**config.mk**
```make
export PLATFORM = sky130hd
export DESIGN_NAME = pipeline_hazard_unit
export DESIGN_NICKNAME = d
export VERILOG_FILES = /design/src/rtl/pipeline_hazard_unit.sv
export SDC_FILE = /design/constraint.sdc
export NUM_CORES = 1
export LEC_CHECK = 0
export CAP_MARGIN = 20
export CORE_ASPECT_RATIO = 2
export CORE_MARGIN = 2
export CORE_UTILIZATION = 50
export DETAILED_ROUTE_END_ITERATION = 12
export PLACE_DENSITY = 0.84
export SLEW_MARGIN = 40
export SYNTH_ARGS = -nofsm -noshare
export SYNTH_HDL_FRONTEND = slang
export SYNTH_SLANG_ARGS = --single-unit
```
**constraint.sdc**
```tcl
create_clock -name clk -period 4.1 [get_ports clk]
set_input_delay 1.025 -clock clk [delete_from_list [all_inputs] [get_ports clk]]
set_output_delay 1.025 -clock clk [all_outputs]
set_load 0.005 [all_outputs]
```
**src/rtl/pipeline_hazard_unit.sv**
```systemverilog
// pipeline_hazard_unit
// Stall/flush sequencer for the 5-stage IF/ID/EX/MEM/WB pipeline.
// Each cycle exactly one action is chosen, highest priority first:
//   1. memory hold    - MEM access not yet acknowledged; freeze everything and
//                       push a bubble into WB
//   2. redirect       - taken branch/jump resolved in MEM; squash IF/ID, ID/EX
//                       and EX/MEM
//   3. load-use stall - ID reads the register an EX load is about to write;
//                       hold PC and IF/ID and insert one bubble into ID/EX
//   4. normal flow    - everything advances
// A MEM access that stays unacknowledged for MAX_WAIT consecutive cycles
// locks the unit in TIMEOUT until reset.
//
// Handshake: this block has no valid/ready ports. dmem_ready acts as the
// acknowledge for an outstanding MEM access (mem_req). The access completes
// in the first cycle where dmem_ready is high, and the pipeline advances in
// that same cycle.
module pipeline_hazard_unit #(
    parameter int MAX_WAIT = 15,
    parameter int CNT_W    = 16
) (
    input  logic             clk,
    input  logic             rst_n,
    input  logic [4:0]       id_rs1,
    input  logic [4:0]       id_rs2,
    input  logic             id_use_rs1,
    input  logic             id_use_rs2,
    input  logic [4:0]       ex_rd,
    input  logic             ex_regwrite,
    input  logic [1:0]       ex_memtoreg,
    input  logic             mem_req,
    input  logic             dmem_ready,
    input  logic             mem_redirect,
    output logic             pc_en,
    output logic             if_id_en,
    output logic             if_id_flush,
    output logic             id_ex_en,
    output logic             id_ex_flush,
    output logic             ex_mem_en,
    output logic             ex_mem_flush,
    output logic             mem_wb_en,
    output logic             mem_wb_flush,
    output logic             timeout_err,
    output logic [CNT_W-1:0] stall_cnt,
    output logic [CNT_W-1:0] flush_cnt
);

    typedef enum logic [1:0] {
        ST_RUN     = 2'd0,
        ST_WAIT    = 2'd1,
        ST_TIMEOUT = 2'd2
    } state_t;

    localparam logic [7:0] LP_MAX_WAIT = 8'(MAX_WAIT);

    // Registered state
    state_t           r_state;
    logic [7:0]       r_wait_cnt;
    logic             r_timeout_err;
    logic [CNT_W-1:0] r_stall_cnt;
    logic [CNT_W-1:0] r_flush_cnt;

    // Decoded conditions
    logic       w_in_run;
    logic       w_in_wait;
    logic       w_in_timeout;
    logic       w_lu;
    logic       w_hold;
    logic       w_redirect_ok;
    logic [7:0] w_wait_next;
    logic       w_timeout_hit;

    // Combinational pipeline-register controls
    logic w_pc_en;
    logic w_if_id_en;
    logic w_if_id_flush;
    logic w_id_ex_en;
    logic w_id_ex_flush;
    logic w_ex_mem_en;
    logic w_ex_mem_flush;
    logic w_mem_wb_en;
    logic w_mem_wb_flush;

    assign w_in_run     = (r_state == ST_RUN);
    assign w_in_wait    = (r_state == ST_WAIT);
    assign w_in_timeout = (r_state == ST_TIMEOUT);

    // Load in EX writing a non-zero register that the ID instruction reads.
    // x0 is hardwired to zero, so it never creates a dependency.
    assign w_lu = ex_regwrite && (ex_memtoreg == 2'd1) && (ex_rd != 5'd0) &&
                  ((id_use_rs1 && (id_rs1 == ex_rd)) ||
                   (id_use_rs2 && (id_rs2 == ex_rd)));

    // In WAIT the access is already outstanding, so mem_req is not re-checked.
    assign w_hold = (w_in_run && mem_req && !dmem_ready) ||
                    (w_in_wait && !dmem_ready);

    // A redirect is accepted only when nothing of higher priority blocks it;
    // this includes the WAIT release cycle.
    assign w_redirect_ok = !w_in_timeout && !w_hold && mem_redirect;

    assign w_wait_next   = r_wait_cnt + 8'd1;
    assign w_timeout_hit = w_hold && (w_wait_next == LP_MAX_WAIT);

    // Priority decode of the enable/flush controls; reset forces bubbles everywhere
    always_comb begin
        w_pc_en        = 1'b1;
        w_if_id_en     = 1'b1;
        w_if_id_flush  = 1'b0;
        w_id_ex_en     = 1'b1;
        w_id_ex_flush  = 1'b0;
        w_ex_mem_en    = 1'b1;
        w_ex_mem_flush = 1'b0;
        w_mem_wb_en    = 1'b1;
        w_mem_wb_flush = 1'b0;
        if (!rst_n) begin
            w_pc_en        = 1'b0;
            w_if_id_en     = 1'b0;
            w_if_id_flush  = 1'b1;
            w_id_ex_en     = 1'b0;
            w_id_ex_flush  = 1'b1;
            w_ex_mem_en    = 1'b0;
            w_ex_mem_flush = 1'b1;
            w_mem_wb_en    = 1'b0;
            w_mem_wb_flush = 1'b1;
        end else if (w_in_timeout) begin
            w_pc_en     = 1'b0;
            w_if_id_en  = 1'b0;
            w_id_ex_en  = 1'b0;
            w_ex_mem_en = 1'b0;
            w_mem_wb_en = 1'b0;
        end else if (w_hold) begin
            w_pc_en        = 1'b0;
            w_if_id_en     = 1'b0;
            w_id_ex_en     = 1'b0;
            w_ex_mem_en    = 1'b0;
            w_mem_wb_en    = 1'b0;
            w_mem_wb_flush = 1'b1;
        end else if (mem_redirect) begin
            w_if_id_flush  = 1'b1;
            w_id_ex_flush  = 1'b1;
            w_ex_mem_flush = 1'b1;
        end else if (w_lu) begin
            w_pc_en       = 1'b0;
            w_if_id_en    = 1'b0;
            w_id_ex_flush = 1'b1;
        end
    end

    // FSM: RUN/WAIT track the outstanding MEM access, TIMEOUT is terminal
    always_ff @(posedge clk or negedge rst_n) begin
        if (!rst_n) begin
            r_state       <= ST_RUN;
            r_wait_cnt    <= 8'd0;
            r_timeout_err <= 1'b0;
        end else begin
            case (r_state)
                ST_RUN, ST_WAIT: begin
                    if (w_hold) begin
                        r_wait_cnt <= w_wait_next;
                        if (w_timeout_hit) begin
                            r_state       <= ST_TIMEOUT;
                            r_timeout_err <= 1'b1;
                        end else begin
                            r_state <= ST_WAIT;
                        end
                    end else begin
                        r_state    <= ST_RUN;
                        r_wait_cnt <= 8'd0;
                    end
                end
                ST_TIMEOUT: begin
                    r_state       <= ST_TIMEOUT;
                    r_timeout_err <= 1'b1;
                end
                default: begin
                    r_state    <= ST_RUN;
                    r_wait_cnt <= 8'd0;
                end
            endcase
        end
    end

    // Saturating performance counters: stalled-PC cycles and accepted redirects
    always_ff @(posedge clk or negedge rst_n) begin
        if (!rst_n) begin
            r_stall_cnt <= '0;
            r_flush_cnt <= '0;
        end else begin
            if (!w_pc_en && (r_stall_cnt != '1)) begin
                r_stall_cnt <= r_stall_cnt + CNT_W'(1);
            end
            if (w_redirect_ok && (r_flush_cnt != '1)) begin
                r_flush_cnt <= r_flush_cnt + CNT_W'(1);
            end
        end
    end

    assign pc_en        = w_pc_en;
    assign if_id_en     = w_if_id_en;
    assign if_id_flush  = w_if_id_flush;
    assign id_ex_en     = w_id_ex_en;
    assign id_ex_flush  = w_id_ex_flush;
    assign ex_mem_en    = w_ex_mem_en;
    assign ex_mem_flush = w_ex_mem_flush;
    assign mem_wb_en    = w_mem_wb_en;
    assign mem_wb_flush = w_mem_wb_flush;
    assign timeout_err  = r_timeout_err;
    assign stall_cnt    = r_stall_cnt;
    assign flush_cnt    = r_flush_cnt;

endmodule

```
==> impl.org, run 1 <==
** Placed design
- Buffers placed on the I/O ports in this run total 66.
- Routability-driven placement finished with a final weighted congestion of 0.840.
- Once placement finished, the instance area stood at 0.00302 mm2.
- Sum of net half-perimeters after detailed placement :: 3990 um
- Placed cell count :: 342

** GRT
- Number of global-route vias before repair :: just under 2000
- GRT Resource Usage Total :: 22.2%
- The first global-routing pass estimated 8940 um of wire.
- Entering global routing, the biggest net connects 28 pins.
- Final global-route overflow total :: 0
- Number of antenna violations at the first check in global routing :: 0

** STA
- Setup total negative slack on the finished layout was measured at 0 ps.
- Timing would allow up to ~250 MHz.
- Worst slack on hold paths :: roughly 470 ps
- For the final database, setup skew stands at 6.62 ps.
- The number of pins with negative max-slew slack in the final report came to 0.
- Pin slew with the least headroom to its limit :: 513 ps
- The hold violation total from the final report is 0.
- Measured against its own limit, the worst slew margin works out to between 60% and 70%.
- Dividing the final minimum period by the clock period gives 97.2%.
- Post-layout min period :: roughly 4000 ps
- Setup violators final :: 0

** Run
- MaxCap Viol Count :: 0

** Worst setup path
- Worst Path Required :: 3070 ps
- Of all nets on the critical path, the largest fanout is 3.
- Data on the critical path arrives at its endpoint at around 3000 ps.
- STA classifies the critical path endpoint as an output pin.
- The worst setup path is launched from an input port.
- By startpoint and endpoint, the worst setup path is classified as in2out.

** Synthesis
- Syn avg cell area :: 10.3 um2
- Counting every instance in the synthesized netlist gives roughly 230.
- Leading post-synthesis cells by cell area :: dfrtp_1, xnor2_1, xor2_1
- Synthesis inferred 43 register bits.
- Number of nets in the synthesized netlist :: 254
- Among all flip-flop cells after synthesis, the most frequent one is dfrtp_1.
- The netlist uses 45 different library cells.
- Post-synthesis async set-or-reset flop share :: 100%
- Netlist Area Pre-Place :: 0.00231 mm2
- Most common library cells after synthesis :: dfrtp_1, nand2_1, xnor2_1, xor2_1
- Summed over its instances, the top area cell type makes up 46.5% of the synthesized netlist area.
- Post-synthesis sequential area ratio :: 46.5%
- Cell accounting for the most synthesized area :: dfrtp_1
- Most numerous cell in the Yosys netlist :: dfrtp_1
- EDFF count, synth :: 0
- Yosys printed 0 warnings.

** Layout
- Excluding fillers, the count of instances in the completed layout stands at 350.
- Synth-to-Final Area Change :: 34.3%
- Final #Nets :: ~320
- Of the cells placed in the final design, the portion with a size suffix greater than 1 is approximately 8%.
- The repair_antennas step left the layout with diodes totalling 0.
- The finished cells cover 0.00311 mm2.

** Clock network
- Once the clock tree was built, the setup fixing pass inserted 0 buffers.
- The H-tree was split into 2 levels.
- Post-CTS repair changed the size of 0 cells.
- Buffers inserted to repair hold after CTS numbered 0.
- Max Buffers Root-to-Sink :: 2
- Clock latency of the later-clocked register in the worst-skew pair :: 290 ps
- CTS sink cnt :: 43
- Clk root buf :: clkbuf_8
- Counting the buffers created by CTS gives 5.
- TritonCTS built the clock tree.
- Clock input transition at the sequential cells of the worst setup and hold paths :: 80 ps

** Detailed routing
- For this run, design rule violations remaining after detail routing come to 0.
- Dividing the detail-routed wire length by the instance count gives 15.1 um.
- The final route contains 1921 vias.
- For this block, the routed nets add up to about 5300 um of wire.
- After detailed routing, the number of vias per cell comes to 5.49.
- After the first detailed-routing iteration, the DRC count stood at 44.
- Antenna-violating nets left :: 0
- The first detailed-routing pass took 4 iterations.

** Floorplan
- From left edge to right edge, the die measures 52.1 um.
- After floorplanning, the core was divided into 35 placement rows.
- Measured along the y axis, the die boundary spans 100 um.
- The core region is roughly 0.0045 mm2.
- For this configuration, the core starts out at a cell density of 51.3%.
- Die footprint :: 0.00522 mm2
- In this run the count of I/O pins placed on the die edge is between 60 and 70.

** Worst hold path
- The path class of the tightest hold or removal check is reg2reg.

** Power
- Total power density per cell area :: 414 mW/mm2
- Standby leakage power :: roughly 1.3 nW
- IR analysis of the VDD net gives a maximum drop of 0.360 mV.

** Run status
- Result of the run :: finished clean
==> worst paths after layout <==
kind | slack (ps) | end | cells after the start | start
setup reg to reg | 1950 | stall_cnt[4]$_DFFE_PN0P_ | 6 | r_state[1]$_DFF_PN0_
hold reg to reg | 470 | timeout_err$_DFFE_PN0P_ | 1 | timeout_err$_DFFE_PN0P_
min in group asynchronous | 650 | r_state[1]$_DFF_PN0_ | 1 | rst_n
setup / recovery | 110 | if_id_en | 6 | ex_rd[3]
max in group asynchronous | 2750 | stall_cnt[1]$_DFFE_PN0P_ | 2 | rst_n
hold / removal | 470 | timeout_err$_DFFE_PN0P_ | 1 | timeout_err$_DFFE_PN0P_
==> stage by stage <==
stage	setup slack (ps)	total power, mW	util [%]
floorplan	832	0.780	-
global placement	123	1.01	66.9
detailed placement	70.9	1.03	66.9
CTS	58.2	1.30	68.7
global route	-5.92	1.38	68.8
finish	113	1.29	68.8
==> metal layers <==
| layer | GRT usage, % | vias up | share of wire, % |
|---|---|---|---|
| met5 | 0 | - | 0 |
| met4 | 7.69 | 0 | 1.7 |
| met3 | 5.95 | 9 | 9.3 |
| met2 | 36.6 | 82 | 49 |
| met1 | 27.5 | 908 | 40 |
| li1 | - | 922 | - |
==> kinds of logic after synthesis <==
kind of cell,after synthesis,share of synthesized area [%]
flip-flops,43,46.5
AO/OA/AOI/OAI,20,6.17
AND/OR/NAND/NOR,100,23.7
adder cells (fa/ha/maj),4,2.16
multiplexers,4,2.06
XOR/XNOR,44,16.7
buffers and inverters,10,2.70
==> report_power, final <==
part           internal, mW  switching (mW)
Clock                 0.119           0.145
Sequential            0.508           0.111
Combinational         0.260           0.143
Total                 0.887           0.399
==> sequential cells by signal, indices dropped and copies added, names as in the netlist <==
name and flops:
flush_cnt 16, r_state 2, r_wait_cnt 8, stall_cnt 16
timeout_err 1
==> final cells by class <==
cell class / instances / area (um2)
flip-flops and latches: 43 / 1080
clock inverters: 2 / 12.5
multi-input cells: 172 / 1180
repair buffers: 71 / 696
inverters: 1 / 3.75
well taps: 55 / 68.8
fillers: 349 / 1410
clock buffers: 6 / 72.6
==> critical path: stages <==
cell and delay (ps):
clkdlybuf4s50_1 470, or4_1 520, nor2_2 130, nor3_1 90, a21boi_4 190, clkdlybuf4s50_1 530
==> cells in the final DEF, fill, tap and decap left out, types with 3 or more instances in the layout <==
master           instances
ha_1                     4
nor3_1                  11
nor2_1                   9
and2_1                   7
clkbuf_8                 5
xnor2_1                 23
o21ai_0                 10
buf_4                    5
nand4_1                 13
nor2b_1                  3
xor2_1                  21
nor4b_1                  3
nand2_1                 23
dfrtp_1                 43
clkdlybuf4s50_1         64
and3_1                   4
nand3_1                 13
Note: power is estimated with default switching activity, not from simulation.
==> inputs of run 2 (changes only) <==
==> constraint.sdc (replaced) <==
create_clock -name clk -period 4.1 [get_ports clk]
set_input_delay 0.82 -clock clk [delete_from_list [all_inputs] [get_ports clk]]
set_output_delay 0.82 -clock clk [all_outputs]
set_load 0.005 [all_outputs]
==> run 2 against run 1 <==
Net effect:
- non-clock buffer count decreased by 2
- core utilization decreased by 0.25 points
- design area fell by 0.36%
- die area did not move
- routed wire length decreased by 2.6%
- critical endpoint is now pc_en
- largest cell class unchanged
- largest power group unchanged
==> impl.org, run 2 (synthesis gave the netlist of run 1 again) <==
** Detailed routing
- Detailed Routing Iterations Pass 1 :: 4 (unchanged)
- The wire length per cell is 14.8 um (-2.0%).
- Total wirelength of the detailed-routed design :: 5150 um (-2.6%)
- The number of remaining DRC errors is 0 (unchanged).
- The post-detailed-route via-to-cell ratio is 5.58 (+1.7%).
- Detailed router's first-iteration violation count :: 31 (-30%)
- The via total after detailed routing came to 1943 (+1.1%).
- The remaining number of nets flagged by the antenna check after routing is 0 (unchanged).

** Layout
- The number of standard cells in the final layout excluding fillers is 348 (-0.57%).
- The post-route core utilization was 68.6% (-0.25 points).
- Synth-to-Final Area Change :: 33.8%
- The fraction of final layout cells with drive strength greater than 1 is 7.17% (-0.63 points).
- The number of nets in the final layout came to 321 (-0.62%).
- The footprint of the multi-input gates came to 0.00117 mm2 (-0.21%).
- The library cell used most frequently in the layout, excluding fill and tap cells, is clkdlybuf4s50_1.
- The sequential cell area is 0.00108 mm2 (unchanged).
- The final-layout fill cell count was 367 (+5.2%).
- The total inserted antenna cells came to 0 (unchanged).
- Leaving out fill and tap cells, the most frequent cells in the layout are clkdlybuf4s50_1, dfrtp_1, xnor2_1, nand2_1, xor2_1.

** Placed design
- The cell count after placement was 340 (-0.58%).
- The weighted congestion reported at the end of routability-driven placement was 0.822 (-2.1%).
- The sum of net half-perimeters after detailed placement came to 3950 um (-0.99%).
- # port buffers :: 66 (unchanged)

** Clock network
- TritonCTS built the clock tree.
- CTS sink cnt :: 43 (unchanged)
- The buffers inserted during post-CTS setup optimization was 0 (unchanged).
- The quantity of gates resized following cts is 0 (unchanged).
- Max Buffers Root-to-Sink :: 2 (unchanged)
- The count of hold-fix buffers inserted at cts came to 0 (unchanged).
- The CTS H-tree depth was 2 (unchanged).
- The clock insertion delay at the later pin of the skew report was 300 ps (about the same).
- Clk root buf :: clkbuf_8
- Clock input transition at the sequential cells of the worst setup and hold paths :: 80 ps (about the same)
- The total clock buffers created by CTS is 5 (unchanged).

** GRT
- The total congestion overflow is 0 (unchanged).
- Pin count of the biggest net entering global routing :: 45 (+61%)
- GRT Resource Usage Total :: 21.6% (-0.65 points)
- Wire length of the first global-routing pass :: 8610 um (-3.6%)
- Number of global-route vias before repair :: 1923 (-0.16%)
- The initial antenna violation count came to 0 (unchanged).

** Worst setup path
- The startpoint identified for the worst register-to-register timing path is r_state[1]$_DFF_PN0_.
- The worst-path maximum fanout came to 3 (unchanged).
- Arrival time reported for the critical path endpoint :: 2800 ps (-160 ps)
- R2R Setup Slk :: 2010 ps (+60 ps)
- Reg2Reg Capture Point :: stall_cnt[10]$_DFFE_PN0P_
- Logic depth of the worst register-to-register path :: 6 (unchanged)
- Start-to-end type of the worst setup path :: in2out
- STA classifies the critical path startpoint as an input port.
- The required time of the worst setup path was 3280 ps (+210 ps).
- CP Capture Type :: output pin

** Run
- The reported max-cap violation count was 0 (unchanged).

** STA
- Ratio of final minimum period to clock period :: 88.2% (-9.0 points)
- The actual transition at the worst max-transition pin was 551 ps (+37.5 ps).
- Worst slack on hold paths :: 479 ps (+5.81 ps)
- The final setup violation count came to 0 (unchanged).
- Worst Skew :: 8.99 ps (+2.37 ps)
- Setup tns final :: 0 ps (unchanged)
- FMAX :: 277 MHz (+10%)
- The worst slew slack as a fraction of its limit was 63.3% (-2.4 points).
- Setup repair after global routing left no endpoint under its margin.
- Hold Violations, Final :: 0 (unchanged)
- The number of pins with negative max-slew slack in the final report came to 0 (unchanged).
- Post-layout min period :: 3620 ps (-371 ps)

** Floorplan
- The die height is 100 um (unchanged).
- The die area was 0.00522 mm2 (unchanged).
- The horizontal die dimension was 52.1 um (unchanged).
- Number of standard-cell rows in the floorplan :: 35 (unchanged)
- Number of ports placed on the die boundary :: 67 (unchanged)
- The effective utilization at floorplan is 51.3% (unchanged).
- The core area was 0.00451 mm2 (unchanged).

** Run status
- Result of the run :: finished clean

** Power
- Peak supply drop :: 0.363 mV (+0.67%)
- The leakage power of the design came to 1.26 nW (-1.2%).
- The cell area power density came to 418 mW/mm2 (+0.86%).
- The total power after layout is 1.29 mW (+0.49%).

** Worst hold path
- Hold Path Class :: reg2reg
- Hold_sp :: timeout_err$_DFFE_PN0P_
- Hold EP :: timeout_err$_DFFE_PN0P_
- Number of cells on the worst hold path :: 1 (unchanged)
-- run 2: how the worst max path moves through the flow --
stage                     endpoint     start  slack, ps  cells after the start
after floorplan              pc_en  ex_rd[1]       1240                      6
after global placement       pc_en  ex_rd[1]        510                      6
after detailed placement     pc_en  ex_rd[1]        480                      6
after CTS                    pc_en  ex_rd[1]        470                      6
after global routing      if_id_en  ex_rd[1]        430                      6
final                        pc_en  ex_rd[1]        480                      6
-- run 2: worst max-delay path, cell delays in order --
cell             delay [ps]
clkdlybuf4s50_1         480
or4_1                   550
nor2_1                  140
nor3_1                  100
a21boi_4                190
clkdlybuf4s50_1         520
-- run 2: per-layer routing --
metal / share of wire [%] / track usage [%] / wire length (um) / vias up
li1: - / - / - / 922
met1: 41 / 26.3 / 2130 / 932
met2: 48 / 35.7 / 2470 / 78
met3: 8.4 / 5.95 / 430 / 11
met4: 2.3 / 7.69 / 119 / 0
met5: 0 / 0 / 0 / -
-- run 2: layout make-up --
cell class / instances / area share, %
Clock inverter: 3 / 0.809
Timing Repair Buffer: 69 / 21.9
Clock buffer: 5 / 2.22
Sequential cell: 43 / 34.8
Multi-Input combinational cell: 172 / 37.9
Inverter: 1 / 0.121
Tap cell: 55 / 2.22
-- run 2: power by group --
| part | total (mW) | leakage, nW | switching, mW | internal [mW] |
|---|---|---|---|---|
| Combinational | 0.399 | 0.685 | 0.140 | 0.260 |
| Clock | 0.276 | 0.0443 | 0.154 | 0.122 |
| Sequential | 0.617 | 0.535 | 0.109 | 0.507 |
-- run 2: metrics by stage --
| stage | setup slack, ps | cell area [um2] |
|---|---|---|
| 2_1_floorplan | 1240 | 2310 |
| 3_3_place_gp | 510 | 3000 |
| 3_5_place_dp | 476 | 3000 |
| 4_1_cts | 473 | 3090 |
| 5_1_grt | 434 | 3090 |
| 6_report | 484 | 3090 |
==> inputs of run 3 (changes only) <==
--- a/config.mk
+++ b/config.mk
@@ -11,6 +11,7 @@
 export CORE_UTILIZATION = 50
 export DETAILED_ROUTE_END_ITERATION = 12
 export PLACE_DENSITY = 0.84
+export SETUP_SLACK_MARGIN = 0.1
 export SLEW_MARGIN = 40
 export SYNTH_ARGS = -nofsm -noshare
 export SYNTH_HDL_FRONTEND = slang
==> results of run 3 <==
No change in the layout: final DEF, timing and power equal those of run 2.
